### src/rtl/pong_score_keeper.sv
// Pong match score keeper: rally sequencing (serve delay, play, game over)
// and per-player two-digit BCD scores for downstream 7-segment decoders.
module pong_score_keeper #(
    parameter int unsigned WIN_SCORE   = 11,
    parameter int unsigned SERVE_DELAY = 50_000_000,
    parameter int unsigned BLANK_LEAD  = 1
) (
    input  logic       clk,
    input  logic       rst,
    input  logic       point_p1,
    input  logic       point_p2,
    input  logic       new_game,
    output logic [3:0] p1_tens,
    output logic [3:0] p1_ones,
    output logic [3:0] p2_tens,
    output logic [3:0] p2_ones,
    output logic       serve_ready,
    output logic       game_over,
    output logic [1:0] winner
);

    localparam logic [6:0]  WinScore  = 7'(WIN_SCORE);
    localparam logic [31:0] CntLoad   = 32'(SERVE_DELAY - 1);
    localparam logic        BlankLead = (BLANK_LEAD != 0);

    typedef enum logic [1:0] {
        StServeWait = 2'd0,
        StPlay      = 2'd1,
        StGameOver  = 2'd2
    } state_e;

    // Scores are held as {tens, ones} BCD pairs.
    function automatic logic [7:0] bcd_inc(input logic [7:0] v);
        if (v[3:0] == 4'd9) begin
            return {v[7:4] + 4'd1, 4'd0};
        end
        return {v[7:4], v[3:0] + 4'd1};
    endfunction

    function automatic logic [6:0] bcd_to_bin(input logic [7:0] v);
        return {3'b000, v[7:4]} * 7'd10 + {3'b000, v[3:0]};
    endfunction

    function automatic logic [3:0] tens_disp(input logic [3:0] t);
        return (BlankLead && (t == 4'd0)) ? 4'hF : t;
    endfunction

    state_e      r_state;
    state_e      w_state_d;
    logic [31:0] r_cnt;
    logic [31:0] w_cnt_d;
    logic        r_prev1;
    logic        r_prev2;
    logic [7:0]  r_p1_score;
    logic [7:0]  r_p2_score;
    logic [7:0]  w_p1_score_d;
    logic [7:0]  w_p2_score_d;
    logic [1:0]  r_winner;
    logic [1:0]  w_winner_d;

    logic [3:0]  r_p1_tens_out;
    logic [3:0]  r_p1_ones_out;
    logic [3:0]  r_p2_tens_out;
    logic [3:0]  r_p2_ones_out;
    logic        r_serve_ready;
    logic        r_game_over;
    logic [1:0]  r_winner_out;

    logic        w_ev1;
    logic        w_ev2;
    logic [7:0]  w_p1_inc;
    logic [7:0]  w_p2_inc;
    logic        w_p1_win;
    logic        w_p2_win;

    assign w_ev1    = point_p1 & ~r_prev1;
    assign w_ev2    = point_p2 & ~r_prev2;
    assign w_p1_inc = bcd_inc(r_p1_score);
    assign w_p2_inc = bcd_inc(r_p2_score);
    assign w_p1_win = (bcd_to_bin(w_p1_inc) == WinScore);
    assign w_p2_win = (bcd_to_bin(w_p2_inc) == WinScore);

    always_comb begin
        w_state_d    = r_state;
        w_cnt_d      = r_cnt;
        w_p1_score_d = r_p1_score;
        w_p2_score_d = r_p2_score;
        w_winner_d   = r_winner;

        if (new_game) begin
            w_state_d    = StServeWait;
            w_cnt_d      = CntLoad;
            w_p1_score_d = 8'h00;
            w_p2_score_d = 8'h00;
            w_winner_d   = 2'b00;
        end else begin
            unique case (r_state)
                StServeWait: begin
                    if (r_cnt == 32'd0) begin
                        w_state_d = StPlay;
                    end else begin
                        w_cnt_d = r_cnt - 32'd1;
                    end
                end
                StPlay: begin
                    // Simultaneous goals cancel out and play continues.
                    if (w_ev1 && !w_ev2) begin
                        w_p1_score_d = w_p1_inc;
                        if (w_p1_win) begin
                            w_state_d  = StGameOver;
                            w_winner_d = 2'b01;
                        end else begin
                            w_state_d = StServeWait;
                            w_cnt_d   = CntLoad;
                        end
                    end else if (w_ev2 && !w_ev1) begin
                        w_p2_score_d = w_p2_inc;
                        if (w_p2_win) begin
                            w_state_d  = StGameOver;
                            w_winner_d = 2'b10;
                        end else begin
                            w_state_d = StServeWait;
                            w_cnt_d   = CntLoad;
                        end
                    end
                end
                StGameOver: begin
                    w_state_d = StGameOver;
                end
                default: begin
                    w_state_d = StServeWait;
                    w_cnt_d   = CntLoad;
                end
            endcase
        end
    end

    always_ff @(posedge clk) begin
        if (rst) begin
            r_state    <= StServeWait;
            r_cnt      <= CntLoad;
            r_prev1    <= 1'b0;
            r_prev2    <= 1'b0;
            r_p1_score <= 8'h00;
            r_p2_score <= 8'h00;
            r_winner   <= 2'b00;
        end else begin
            r_state    <= w_state_d;
            r_cnt      <= w_cnt_d;
            r_prev1    <= point_p1;
            r_prev2    <= point_p2;
            r_p1_score <= w_p1_score_d;
            r_p2_score <= w_p2_score_d;
            r_winner   <= w_winner_d;
        end
    end

    // Output flops load from next-state values so they track the state register exactly.
    always_ff @(posedge clk) begin
        if (rst) begin
            r_p1_tens_out <= tens_disp(4'd0);
            r_p1_ones_out <= 4'd0;
            r_p2_tens_out <= tens_disp(4'd0);
            r_p2_ones_out <= 4'd0;
            r_serve_ready <= 1'b0;
            r_game_over   <= 1'b0;
            r_winner_out  <= 2'b00;
        end else begin
            r_p1_tens_out <= tens_disp(w_p1_score_d[7:4]);
            r_p1_ones_out <= w_p1_score_d[3:0];
            r_p2_tens_out <= tens_disp(w_p2_score_d[7:4]);
            r_p2_ones_out <= w_p2_score_d[3:0];
            r_serve_ready <= (w_state_d == StPlay);
            r_game_over   <= (w_state_d == StGameOver);
            r_winner_out  <= w_winner_d;
        end
    end

    assign p1_tens     = r_p1_tens_out;
    assign p1_ones     = r_p1_ones_out;
    assign p2_tens     = r_p2_tens_out;
    assign p2_ones     = r_p2_ones_out;
    assign serve_ready = r_serve_ready;
    assign game_over   = r_game_over;
    assign winner      = r_winner_out;

endmodule
### config.mk
export PLATFORM = sky130hd
export DESIGN_NAME = pong_score_keeper
export DESIGN_NICKNAME = d
export VERILOG_FILES = /design/src/rtl/pong_score_keeper.sv
export SDC_FILE = /design/constraint.sdc
export NUM_CORES = 1
export LEC_CHECK = 0
export ABC_CLOCK_PERIOD_IN_PS = 6000
export CAP_MARGIN = 20
export CORE_ASPECT_RATIO = 2
export CORE_UTILIZATION = 45
export CTS_CLUSTER_DIAMETER = 30
export DETAILED_ROUTE_END_ITERATION = 8
export PLACE_DENSITY_LB_ADDON = 0.08
export SKIP_CTS_REPAIR_TIMING = 1
export SYNTH_ARGS = -nofsm -noshare
export SYNTH_HDL_FRONTEND = slang
export SYNTH_SLANG_ARGS = --single-unit
### constraint.sdc
create_clock -name clk -period 6 [get_ports clk]
set_input_delay 1.2 -clock clk [delete_from_list [all_inputs] [get_ports clk]]
set_output_delay 1.2 -clock clk [all_outputs]
set_load 0.01 [all_outputs]
Word level (Yosys, flattened, before mapping)
Cells that the tools add are included.
{ "op_classes": {"multipliers": 2, "reduce_logical": 15, "addsub": 7, "mux": 30, "n_bitwise": 5, "eq_ne": 13} }
{ "op_table": {"columns": ["operator", "count"], "rows": [
  ["$mux 32", 5],
  ["$pmux 32 s3", 1],
  ["$mux 8", 11],
  ["$logic_not 32->1", 1],
  ["$sub 32x1->32 const B", 1],
  ["$mux 2", 10],
  ["$add 4x1->4 const B", 4],
  ["$add 7x4->7", 2],
  ["$eq 7x4->1 const B", 2],
  ["$mul 4x3->6 const B", 2],
  ["$ne 3x3->1 const B", 3],
  ["$eq 4x4->1 const B", 2],
  ["$logic_not 4->1", 2],
  ["$pmux 2 s3", 1],
  ["$reduce_or 2->1", 3],
  ["$reduce_and 5->1", 1],
  ["$eq 2x1->1 const B", 2],
  ["$eq 2x2->1 const B", 2],
  ["$ne 2x2->1 const B", 2],
  ["$reduce_and 4->1", 1],
  ["$reduce_bool 2->1", 2],
  ["$not 1->1", 3],
  ["$and 1x1->1", 2],
  ["$logic_and 1x1->1", 2],
  ["other kinds (3)", 5]
]} }
{ "totals": {"wordCells": 85, "input_bits": 5, "register_bits": 72, "out_inout_bits": 20} }

Logic depth before layout (Yosys ltp)
Gate-level depths: netlist of the first run.
{ "depth": {"word_depth": 12, "depth_mapped": 18, "depth_no_buf": 14} }

Least setup slack after synthesis of the first run
No wires, ideal clock.
{ "synth_timing": {"path_kind": "register to register", "from": "register r_p2_score[0]", "to": "register r_cnt[25]", "setup_time_ns": 0.127, "synth_period_minus_slack_ns": 4.250, "t_arrival_ns": 4.124, "t_required_ns": 5.873, "path_buffers": 3, "path_slack_ns": 1.750, "path_stages_with_launch": 17, "path_cell_list": "dfxtp_1 > clkbuf_1 > nor4bb_1 > buf_2 > mux2_2 > ha_1 > ha_1 > inv_1 > fa_1 > xnor2_1 > a211o_1 > nor4b_1 > mux2i_1 > o22a_1 > a31oi_1 > buf_2 > nand3_1"} }
{ "synth_between": {"elab_chain_cells": 8, "word_cells_on_any_way": 9, "cone_classes": "add/sub (2); mul (1); eq/ne (3); mux (2); reduce/logical (1)"} }
{ "synth_rtl": {"columns": ["element", "line_no", "source"], "rows": [
  ["start: declaration", "55", "logic [7:0] r_p2_score;"],
  ["start signal: assignment", "153", "r_p2_score <= w_p2_score_d;"],
  ["$eq 4x4->1", "34", "if (v[3:0] == 4'd9) begin"],
  ["$mux 1", "34", null],
  ["$mux 8 (*)", "37", "return {v[7:4], v[3:0] + 4'd1};"],
  ["$mul 4x3->6", "41", "return {3'b000, v[7:4]} * 7'd10 + {3'b000, v[3:0]};"],
  ["$add 7x4->7 (*)", "41", null],
  ["$eq 7x4->1 (*)", "81", "assign w_p2_win = (bcd_to_bin(w_p2_inc) == WinScore);"],
  ["$ne 3x3->1 (no source line) (*)", null, null],
  ["$reduce_and 5->1 (no source line) (*)", null, null],
  ["end signal: assignment", "141", "r_cnt <= CntLoad;"],
  ["end signal: assignment", "149", "r_cnt <= w_cnt_d;"],
  ["end: declaration", "50", "logic [31:0] r_cnt;"]
]} }
Every way passes the cells marked *; elsewhere a longest branch is shown, timed or not.
A chain may end at the register's enable or synchronous reset.

Final worst setup path of the first run
{ "layout_timing": {"from": "register r_p2_score[3]", "to": "register r_cnt[23]"} }
Same word-level chain as after synthesis.

==> impl_metrics.toml, run 1 <==
[grt]
grt_overflow_total = 0
grt_antenna_before_repair = 0
grt_pass1_wl_mm = 15.3
grt.total_usage_pct = 23.1
first_global_vias = 3227
grt_max_degree = 55

[yosys]
synth_area_mm2 = 0.00376
ys_seq_area_share_pct = 34.0
synth_nets = 465
synth-seq-cells = 64
synth_edf_count = 0
postSynthCellCount = 438
ys_warn_count = 0
synthDistinctLibCells = 53
post_synth.cell_area_avg_um2 = 8.60
synth-async-reset-ratio_pct = 0
synth_ff_type = "dfxtp_1"

[critical_path]
crit_path_start_kind = "flop"
crit_type = "flop to flop"
cp.required_ns = 6.20
reg2regPathDepth = 15
critPathMaxFanout = 14
cp.arrival_ns = 4.76
cp-end-kind = "flop"

[routing]
drc = 0
wl_mm = 9.31
via_count = 3310
drtAntennaViolNets = 0
dr.pass1.iters = 4
via_per_inst = 6.02
avgRoutedWirePerCell_um = 16.9
drt_iter0_drc = 184

[floorplanning]
dieArea_mm2 = 0.00876
ios = 25
rows = 46
core-area_mm2 = 0.00800
start_util_pct = 47.1
die_h_um = 131
die_x_um = 66.7

[pwr]
power_density_mw_per_mm2 = 227
total_power_mw = 0.982
peakVddDrop_v = 0.000153
p_leak_nw = 1.52

[timing]
period_share_pct = 76.0
drv_slew = 0
hold_viol = 0
rsz0062_at_grt = "no"
fin_skew_ns = 0.00350
clock.fmax_ghz = 0.219
fin_crit_ns = 4.56
setup_violations = 0
fin_ws_ns = 1.44
worstMarginPinSlew_ns = 0.714
relSlewSlack_pct = 52.1
setup_tns_ns = 0

[clock_network]
cts_buffer_depth = 2
cts.sinks = 64
cts_inserted_buffers = 9
clock-root-buffer = "clkbuf_16"
clock_latency_ns = 0.33
cts_tree = "done"
h-tree-depth = 3
cts.clk_slew.worst_paths_ns = 0.05

[finish]
seq_area_mm2 = 0.00128
antenna_cells = 0
final_area_mm2 = 0.00433
nets = 476
post_layout_nonfiller_instances = 550
area_delta_synth_final_pct = 15.0
fill_cells = 765
multiInputGateArea_mm2 = 0.00226
drive_above_1_share_pct = 8.81

[placed_design]
dpl-instance-area_mm2 = 0.00402
port-buffer-count = 24
gp_congestion = 0.845
place_hpwl_mm = 6.93
pre_cts_ws_ns = 1.49
placedCellCount = 534

[run]
cap_violations = 0

[worst_hold_path]
hold_path.class = "flop to flop"
min_path_cells = 2

[outcome]
status = "completed"
[per-layer routing]
layer,part of all wire [%],global-route usage (%)
met5,0,0
met3,2.9,4.08
met1,37,23.5
met2,56,41.4
met4,4.3,13.7
[flip-flops by register name, indices dropped and copies added, names as in the netlist]
signal / flops
game_over: 1
winner: 2
r_state: 2
r_prev1: 1
r_p2_score: 8
r_p1_score: 8
p2_tens: 4
r_prev2: 1
serve_ready: 1
r_cnt: 32
p1_tens: 4
[stage by stage]
step | utilization (%) | hold WS, ns
after floorplan | - | 0.443
after global placement | 50.3 | 0.462
after detailed placement | 50.3 | 0.471
after CTS | 54.1 | 0.484
after global routing | 54.1 | 0.506
final | 54.1 | 0.481
[layout make-up]
cell class                 instances  area share (%)
multi-input combinational        326            52.3
sequential                        64            29.6
timing repair buffer              31            6.76
clock buffer                      11            5.84
tap                               96            2.77
inverter                          17            1.47
clock inverter                     5            1.27
[Yosys cell counts, types with 2 or more instances]
master	number	area share, %
a31oi_1	2	0.33
nor3_1	8	1.1
nor2_1	28	2.8
fa_1	4	2.1
a21oi_1	27	3.6
or4_1	26	5.2
nand4_1	6	1.0
nor4_4	2	1.1
a211o_1	2	0.47
buf_2	6	0.80
o31ai_1	25	5.0
o311ai_0	2	0.47
ha_1	18	6.0
xnor2_1	17	4.0
or3_1	13	2.2
nand2b_1	9	1.5
nor4bb_1	3	0.80
buf_4	8	1.6
a22o_1	2	0.47
and3_1	2	0.33
or2_2	6	1.0
dfxtp_1	64	34
xor2_1	8	1.9
nand2_1	31	3.1
nand3_1	26	3.5
o22ai_1	2	0.33
o41ai_1	2	0.47
mux2_2	4	1.2
a211oi_1	3	0.60
nor4b_1	3	0.70
clkbuf_1	16	1.6
o21ai_0	11	1.5
inv_1	17	1.7
mux2i_1	8	2.1
o211ai_1	5	1.0
nor2b_1	5	0.83
[final timing paths]
path	from	endpoint	slack [ns]
worst min register to register	r_cnt[10]	r_cnt[10]	0.48
worst min-delay path	r_cnt[10]	r_cnt[10]	0.48
worst max register to register	r_p2_score[3]	r_cnt[23]	1.44
worst max-delay path	r_p2_score[3]	r_cnt[23]	1.44
[power breakdown]
part	total, mW	internal [mW]	switching (mW)	leakage, nW
logic	0.0210	0.00730	0.0137	0.853
registers	0.427	0.427	0.000740	0.517
clock network	0.534	0.342	0.192	0.148
[critical path, stage by stage, from the launching register on]
cell and delay [ns]:
dfxtp_1 0.44, nor4bb_1 0.32, buf_4 0.20, mux2_2 0.39, ha_1 0.31, ha_1 0.20
inv_1 0.06, fa_1 0.46, xnor2_1 0.15, a211o_1 0.28, nor4b_1 0.29, mux2i_1 0.22
o22a_1 0.34, a31oi_1 0.37, buf_4 0.28, o211ai_1 0.12
[cells by family after synthesis]
| logic type | count (synthesis) | share of synthesized area, % |
|---|---|---|
| buf+inv | 48 | 5.98 |
| fa+ha+maj | 22 | 8.11 |
| compound gates | 92 | 16.1 |
| xor+xnor | 25 | 5.82 |
| simple gates | 175 | 26.7 |
| flops | 64 | 34.0 |
| mux | 12 | 3.32 |
[cells in the final DEF, fill, tap and decap left out, types with 4 or more instances in the layout]
cell             netlist  routed
a21oi_1               27      27
nand3_1               26      26
or3_1                 13      13
dfxtp_1               64      64
clkbuf_16              0       9
o211ai_1               5       5
o31ai_1               25      25
mux2i_1                8       8
fa_1                   4       4
nor2_1                28      28
clkdlybuf4s50_1        0      24
nand2_1               31      31
ha_1                  18      18
or2_2                  6       6
o21ai_0               11      11
xor2_1                 8       8
nor2b_1                5       5
nand4_1                6       6
nand2b_1               9       9
xnor2_1               17      17
mux2_2                 4       4
buf_4                  8       7
or4_1                 26      26
inv_1                 17      17
nor3_1                 8       8
(Power assumes the default switching activity.)
==> run 2, diff against run 1 <==
--- a/config.mk
+++ b/config.mk
@@ -5,7 +5,7 @@
 export SDC_FILE = /design/constraint.sdc
 export NUM_CORES = 1
 export LEC_CHECK = 0
-export ABC_CLOCK_PERIOD_IN_PS = 6000
+export ABC_CLOCK_PERIOD_IN_PS = 4000
 export CAP_MARGIN = 20
 export CORE_ASPECT_RATIO = 2
 export CORE_UTILIZATION = 45
==> constraint.sdc (replaced) <==
create_clock -name clk -period 4 [get_ports clk]
set_input_delay 0.8 -clock clk [delete_from_list [all_inputs] [get_ports clk]]
set_output_delay 0.8 -clock clk [all_outputs]
set_load 0.01 [all_outputs]
==> run 2 against run 1 <==
The run now ends with negative setup slack left; count of clock-buffer cells in the layout did not move; sequential power is 50% higher; register-to-register slack lost 1.4 ns; die area stayed put; clock skew increased by 0.0039 ns; first-iteration DRC count down 27%; cell count increased by 7.8%; sequential share of layout area fell by 4.1 points; critical path type unchanged.
==> impl_metrics.toml, run 2 (synthesis gave the netlist of run 1 again) <==
[critical_path]
cp.arrival_ns = 4.28
crit_slowest_cell = "fa_2"
slowest_delay_ns = 0.58
crit_path_start_kind = "flop"
r2r-start = "r_p1_score[2]"
cp_common_cell = "xnor2_2"
cp-end-kind = "flop"
crit_type = "flop to flop"
r2r-end = "r_cnt[29]"
path_cells = "nor4bb_2 -> buf_4 -> nand4_1 -> xnor2_2 -> ha_1 -> ha_2 -> inv_2 -> fa_2 -> xnor2_2 -> a211o_1 -> a211oi_2 -> mux2i_4 -> o22ai_4 -> buf_6 -> clkbuf_16 -> or4_4 -> a21oi_2"
r2r_slack_ns = -0.009
critPathBufInv = 4
critPathMaxFanout = 5
reg2regPathDepth = 17
critPathLaunch = "r_p1_score[2]"
cp.required_ns = 4.27
path_delay_family = "adder cells"

[timing]
rsz0062_at_grt = "yes"
holdWs_ns = 0.474
worstMarginPinSlew_ns = 0.737
setup_violations = 3
period_share_pct = 100
relSlewSlack_pct = 50.5
fin_crit_ns = 4.01
drv_slew = 0
hold_viol = 0
fin_ws_ns = -0.00875
clock.fmax_ghz = 0.249
fin_skew_ns = 0.00744

[routing]
dr.pass1.iters = 4
avgRoutedWirePerCell_um = 17.8
via_per_inst = 5.98
wl_mm = 10.6
drtAntennaViolNets = 0
via_count = 3549
drc = 0
drt_iter0_drc = 134

[floorplanning]
ios = 25
dieArea_mm2 = 0.00876
start_util_pct = 47.1
die_h_um = 131
core-area_mm2 = 0.00800
rows = 46
die_x_um = 66.7

[placed_design]
dpl-instance-area_mm2 = 0.00425
port-buffer-count = 24
gp_congestion = 0.792
place_hpwl_mm = 7.17

[clock_network]
cts_tree = "done"
cts_buffer_depth = 2
cts.sinks = 64
cts.clk_slew.worst_paths_ns = 0.05
clock_latency_ns = 0.34
h-tree-depth = 3
clock-root-buffer = "clkbuf_16"
cts_inserted_buffers = 9

[finish]
final_area_mm2 = 0.00504
top_regs = "r_cnt: 32 flops, r_p1_score: 8 flops, r_p2_score: 8 flops"
antenna_cells = 0
layout_common_cells = "dfxtp_1, buf_4, nand2_1"
largest_reg_flops = 32
final_common_cell = "dfxtp_1"
fill_cells = 719
drive_above_1_share_pct = 25.8
nets = 519
regMostFlops = "r_cnt"
area_delta_synth_final_pct = 33.9

[pwr]
pwr-share-comb_pct = 2.7
p_int_mw = 1.15
netSwitchingPower_mw = 0.309
pwr-share-seq_pct = 43.8
switching_share_pct = 21.1
clkPwrFrac_pct = 53.4
p_leak_nw = 1.85
peakVddDrop_v = 0.000291
power_density_mw_per_mm2 = 290

[grt]
grt_pass1_wl_mm = 15.3
grt_max_degree = 41
grt_antenna_before_repair = 0
grt_overflow_total = 0
first_global_vias = 3310
grt.total_usage_pct = 23.0

[worst_hold_path]
hold_path.class = "flop to flop"
worstHoldStart = "r_cnt[10]"
min_path_cells = 2
whs_endpoint = "r_cnt[10]"

[run]
cap_violations = 0

[outcome]
violations = "negative setup slack"
status = "finished with violations"
==> run 2: how the worst max path moves through the flow <==
stage | cells past startpoint | slack (ns) | end
floorplan | 17 | 0.005 | r_cnt[16]
global placement | 16 | -0.1 | r_cnt[8]
detailed placement | 16 | -0.1 | r_cnt[27]
CTS | 16 | -0.16 | r_cnt[26]
global route | 17 | -0.19 | r_cnt[6]
finish | 17 | -0.009 | r_cnt[29]
==> run 2: routing by layer <==
| layer | global-route usage, % | part of all wire [%] | vias up |
|---|---|---|---|
| met5 | 0 | 0 | - |
| met4 | 14.9 | 4.9 | 0 |
| met3 | 3.65 | 2.4 | 38 |
| met2 | 41.7 | 57 | 91 |
| met1 | 22.5 | 36 | 1712 |
| li1 | - | - | 1708 |
==> run 2: cell type report <==
type                    count  area (um2)  area share [%]
multi-input cells         326        2520            50.1
flip-flops and latches     64        1280            25.5
repair buffers             74         748            14.8
clock buffers              11         243            4.82
well taps                  96         120            2.38
inverters                  17        63.8            1.27
clock inverters             5        56.3            1.12
==> run 2: per-stage QoR <==
stage | std cells | TNS (ns) | setup slack, ns | util (%) | total power, mW
final | 593 | -0.0188 | -0.00875 | 63.0 | 1.46
after global routing | 593 | -4.86 | -0.186 | 63.0 | 1.50
after CTS | 575 | -3.41 | -0.165 | 56.9 | 1.47
after detailed placement | 559 | -1.17 | -0.0982 | 53.1 | 0.689
after global placement | 559 | -1.50 | -0.0959 | 53.1 | 0.689
after floorplan | 438 | 0 | 0.00472 | - | 0.674
==> run 2: worst register-to-register path, cell delays in order, from the launching register on <==
cell and delay [ns]:
dfxtp_2 0.32, nor4bb_2 0.27, buf_4 0.17, nand4_1 0.18, xnor2_2 0.20, ha_1 0.29, ha_2 0.16, inv_2 0.04
fa_2 0.58, xnor2_2 0.12, a211o_1 0.19, a211oi_2 0.10, mux2i_4 0.24, o22ai_4 0.16, buf_6 0.17, clkbuf_16 0.15
or4_4 0.48, a21oi_2 0.12
==> run 2: power by group through the flow <==
| stage | logic, mW | clock network, mW | registers [mW] |
|---|---|---|---|
| floorplan | 0.0197 | 0 | 0.654 |
| global placement | 0.0347 | 0 | 0.655 |
| detailed placement | 0.0348 | 0 | 0.655 |
| CTS | 0.0351 | 0.798 | 0.641 |
| global route | 0.0428 | 0.814 | 0.641 |
| finish | 0.0398 | 0.782 | 0.641 |
